[src/rtl/reg_file.sv]
// Architectural register file with rename status: absorbs ROB commits, records
// dispatcher rename tags, and answers two source-operand queries per cycle.
module reg_file #(
  parameter int ROB_ID_W = 4,
  parameter int XLEN     = 32
) (
  input  logic                clk,
  input  logic                rst,
  input  logic                rdy,
  input  logic                rollback_signal,
  input  logic                res_rdy_from_rob,
  input  logic [4:0]          regidx_from_rob,
  input  logic [XLEN-1:0]     res_from_rob,
  input  logic [ROB_ID_W-1:0] alias_from_rob,
  input  logic                instr_rdy_from_dsp,
  input  logic [4:0]          rd_from_dsp,
  input  logic [ROB_ID_W-1:0] renameid_from_dsp,
  input  logic [4:0]          rs1_from_dsp,
  input  logic [4:0]          rs2_from_dsp,
  output logic                busy_i_2dsp,
  output logic                busy_j_2dsp,
  output logic [ROB_ID_W-1:0] Qi_2dsp,
  output logic [ROB_ID_W-1:0] Qj_2dsp,
  output logic [XLEN-1:0]     Vi_2dsp,
  output logic [XLEN-1:0]     Vj_2dsp
);

  localparam int QW = 1 + ROB_ID_W + XLEN;

  logic [XLEN-1:0]     r_val  [32];
  logic [ROB_ID_W-1:0] r_tag  [32];
  logic [31:0]         r_busy;

  // Commit presence ignores rdy so the combinational bypass works while paused.
  logic w_commit_any;
  logic w_commit;
  logic w_commit_match;
  logic w_rename;

  assign w_commit_any   = res_rdy_from_rob && (regidx_from_rob != 5'd0);
  assign w_commit       = rdy && w_commit_any;
  assign w_commit_match = r_busy[regidx_from_rob] &&
                          (r_tag[regidx_from_rob] == alias_from_rob);
  assign w_rename       = rdy && instr_rdy_from_dsp && (rd_from_dsp != 5'd0) &&
                          !rollback_signal;

  // x0 is never written (index 0 is excluded above), so it stays at its reset zero.
  always_ff @(posedge clk) begin
    if (rst) begin
      for (int i = 0; i < 32; i++) begin
        r_val[i] <= '0;
        r_tag[i] <= '0;
      end
      r_busy <= '0;
    end else if (rdy) begin
      if (w_commit) begin
        r_val[regidx_from_rob] <= res_from_rob;
      end
      if (rollback_signal) begin
        for (int i = 0; i < 32; i++) begin
          r_tag[i] <= '0;
        end
        r_busy <= '0;
      end else begin
        if (w_commit && w_commit_match) begin
          r_busy[regidx_from_rob] <= 1'b0;
          r_tag[regidx_from_rob]  <= '0;
        end
        // Placed last so a same-register rename overrides the commit's clear.
        if (w_rename) begin
          r_busy[rd_from_dsp] <= 1'b1;
          r_tag[rd_from_dsp]  <= renameid_from_dsp;
        end
      end
    end
  end

  // Returns {busy, Q, V} for one source operand.
  function automatic logic [QW-1:0] query(input logic [4:0] rs);
    logic [QW-1:0] res;
    res = '0;
    if (rs == 5'd0) begin
      res = '0;
    end else if (w_commit_any && (regidx_from_rob == rs) && r_busy[rs] &&
                 (alias_from_rob == r_tag[rs])) begin
      res = {1'b0, {ROB_ID_W{1'b0}}, res_from_rob};
    end else if (r_busy[rs]) begin
      res = {1'b1, r_tag[rs], r_val[rs]};
    end else begin
      res = {1'b0, {ROB_ID_W{1'b0}}, r_val[rs]};
    end
    return res;
  endfunction

  assign {busy_i_2dsp, Qi_2dsp, Vi_2dsp} = query(rs1_from_dsp);
  assign {busy_j_2dsp, Qj_2dsp, Vj_2dsp} = query(rs2_from_dsp);

endmodule
[config.mk]
export PLATFORM = sky130hd
export DESIGN_NAME = reg_file
export DESIGN_NICKNAME = d
export VERILOG_FILES = /design/src/rtl/reg_file.sv
export SDC_FILE = /design/constraint.sdc
export NUM_CORES = 2
export LEC_CHECK = 0
export CAP_MARGIN = 5
export CORE_ASPECT_RATIO = 0.6
export CORE_MARGIN = 3
export CORE_UTILIZATION = 57
export DETAILED_ROUTE_END_ITERATION = 12
export PLACE_DENSITY = 0.74
export SETUP_SLACK_MARGIN = 0.02
export SKIP_LAST_GASP = 1
export SLEW_MARGIN = 20
export SYNTH_ARGS = -nofsm -noshare
export SYNTH_HDL_FRONTEND = slang
export SYNTH_SLANG_ARGS = --single-unit
[constraint.sdc]
create_clock -name clk -period 5.9 [get_ports clk]
set_input_delay 0.885 -clock clk [delete_from_list [all_inputs] [get_ports clk]]
set_output_delay 0.885 -clock clk [all_outputs]
set_load 0.02 [all_outputs]
==> metrics <==
status finished clean; Post-Synth XOR/XNOR Area 0.001437; pwr/cell area between 200 and 300 mW/mm^2; CP Cell Sequence buf_8 > buf_12 > mux2i_1 > o22ai_1 > buf_4 > a2111oi_2 > or3_1 > and3_2 > buf_4 > buf_4 > nand4_1 > o31ai_4 > buf_4 > clkdlybuf4s50_1; synthesized area around 0.067 mm^2; Clk Latency, worst-skew pair between 700 and 800 ps; number of enable flip-flop cells after synthesis roughly 1200; WL/cell roughly 37 um; wirelength, routed roughly 240000 um; final clock skew between 40 and 50 ps; cts hold-fix bufs 0; Crit path largest cell delay 600 ps; clock root buffer clkbuf_16; simple-gate area share of the yosys netlist 0.1436; I/O pin count 140; area post-placement between 0.07 and 0.08 mm^2; max capacitance violation total 0; Arrival @ worst endpoint between 4000 and 5000 ps; layout cell share with drive strength beyond 1 0.2340; starting DRC count in detailed routing 9235; clk sinks roughly 1200; Die Area around 0.12 mm^2; Final Hold Fails 0; Leakage Power ~26 nW; drt drc 0; Post-synth ARST share 0; ys flop type edfxtp_1; Worst VDD drop ~0.25 mV; Mapped Cells 4797; RSZ-0062 raised after global routing false; Int Pwr 15.04 mW; first-pass GRT wire length about 340000 um; #FFs+latches synth 1184; Crit Path Category primary input to output pin; share of power burned in registers 0.487; Synth Area in Adders 0; sequential cell area fraction in the yosys report 0.5256; NetSw 5.507 mW; gpl congestion between 1 and 1.5; switching part of the total 0.2680; most frequent CP cell buf_4; worst slew pin tran ~1300 ps; initial antenna violation count 16; H-Tree Depth 3; Die X around 450 um; Power Total approximately 21 mW; mux cell area share after synthesis 0.2411; slowest stage cell on the critical path clkdlybuf4s50_1; combinational power share 0.144; Clock transition at path regs 70 ps; Initial Util 0.5807; Setup-failing EPs final 0; vias per cell 7.382; Setup crit start kind primary input; synth warn 0; detailed placement HPWL roughly 150000 um; placed cells 6245; port bufs about 140; Min-Delay Path Class register to register; clock share of power 0.369; post-route cell area 0.07412 mm^2; Layout area overhead 10.58%; vias in the first global route between 40000 and 50000; number of detailed-routing iterations run before antenna repair 9; number of routed nets with antenna violations 0; worst endpoint required time ~5000 ps; nets@finish 4859; Num CTS Buffers ~110; total track usage 0.3928; maximum clock rate approximately 170 MHz; crit-path max FO 22; fin crit share 0.9926; CTS tree done; final std cells w/o fill around 6500; Slew HR 0.1183; synth top area cells edfxtp_1, mux4_2, and2_1; largest net degree at the start of global routing between 100 and 150; Slew Viols, Final 0; share of the synthesized area in the top cell type 0.5161; setup TNS 0 ps; Synth area leader edfxtp_1; Clock Path Buffers 3; chip height around 270 um; Mean Syn Cell Area ~14 um^2; endpoint class of the critical path output pin; detailed-route via count 47770; core area roughly 0.12 mm^2; post-synthesis compound-gate area fraction 0.05355; largest family of logic cells by synthesized area multiplexers; most common cell after layout, fill and taps aside edfxtp_1; Cell Rows 96; Overflow after GRT 0; commonest cells after routing, fill and taps aside edfxtp_1, and2_1, mux4_2; post-layout min period 5856 ps; Synth cell types between 70 and 80
[synth_stat cells, types with 14 or more instances]
cell type / count
a211oi_1: 16
a21oi_1: 156
a221oi_1: 52
a22oi_1: 28
a31o_2: 21
and2_1: 1127
and3_1: 26
buf_1: 26
buf_2: 84
buf_4: 29
buf_6: 15
clkbuf_1: 362
dfxtp_1: 32
edfxtp_1: 1152
mux2_2: 30
mux2i_1: 312
mux4_2: 564
nand2_1: 116
nand4_1: 36
nor2_1: 110
nor3_1: 74
nor4_1: 14
o211ai_1: 14
o21ai_0: 99
o22ai_1: 47
o31ai_1: 34
or2_2: 35
[layout make-up]
| class | count | area, um^2 |
|---|---|---|
| fill | 8276 | 41310 |
| sequential | 1184 | 35230 |
| multi-input combinational | 3123 | 29860 |
| timing repair buffer | 366 | 3263 |
| clock buffer | 127 | 2954 |
| tap | 1568 | 1962 |
| clock inverter | 82 | 787.0 |
| antenna | 14 | 35.03 |
| inverter | 7 | 26.28 |
[routing by layer]
metal / global-route usage / share of wire / vias up
met5: 0.01953 / 0.0016 / -
met1: 0.5676 / 0.37 / 23950
met2: 0.5073 / 0.39 / 4709
met4: 0.1361 / 0.041 / 11
li1: - / - / 18470
met3: 0.1971 / 0.20 / 629
[critical path, delay by kind of cell]
| family | cells | cell delay (ps) |
|---|---|---|
| buffers and inverters | 7 | 2000 |
| muxes | 1 | 520 |
| AOI/OAI and AO/OA | 3 | 860 |
| and+or+nand+nor | 3 | 680 |
[path summary, 6_finish.rpt]
kind                                    from                         to  slack (ps)  cells after the start
setup reg to reg  r_tag[15][3]$_SDFFCE_PN0P_  r_tag[2][3]$_SDFFCE_PN0P_        1680                      8
hold / removal       r_busy[18]$_SDFFE_PP0P_    r_busy[18]$_SDFFE_PP0P_         520                      2
hold reg to reg      r_busy[18]$_SDFFE_PP0P_    r_busy[18]$_SDFFE_PP0P_         520                      2
setup / recovery             rs1_from_dsp[0]                 Vi_2dsp[4]          40                     14
[registers in the layout, indices dropped and copies added, names as in the netlist]
name    cells
r_tag     128
r_busy     32
r_val    1024
[logic make-up after synthesis]
group	after synthesis
other	1
multiplexers	906
buffers and inverters	525
flip-flops	1184
AND/OR/NAND/NOR	1626
XOR/XNOR	11
AO/OA/AOI/OAI	544
[through the flow]
step                hold WS [ps]  setup WS [ps]  utilization
finish                     520.5          43.90       0.6421
global route               542.7          59.81       0.6419
CTS                        511.2          26.84       0.6419
detailed placement         499.2          136.3       0.6095
global placement           491.7          106.1       0.6095
floorplan                  461.2          932.4            -
[power groups by stage]
stage               Sequential (mW)  Combinational (mW)  Clock (mW)
floorplan                      9.98                1.78           0
global placement               10.1                2.83           0
detailed placement             10.1                2.85           0
CTS                            9.96                2.86        7.55
global route                   10.0                3.03        7.89
finish                         10.0                2.97        7.58
[timing repair]
item	in CTS	in global routing
gates resized for setup	1	2
setup endpoints to repair	1	5
buffers inserted	0	3
Power figures use the tool's default switching activity.
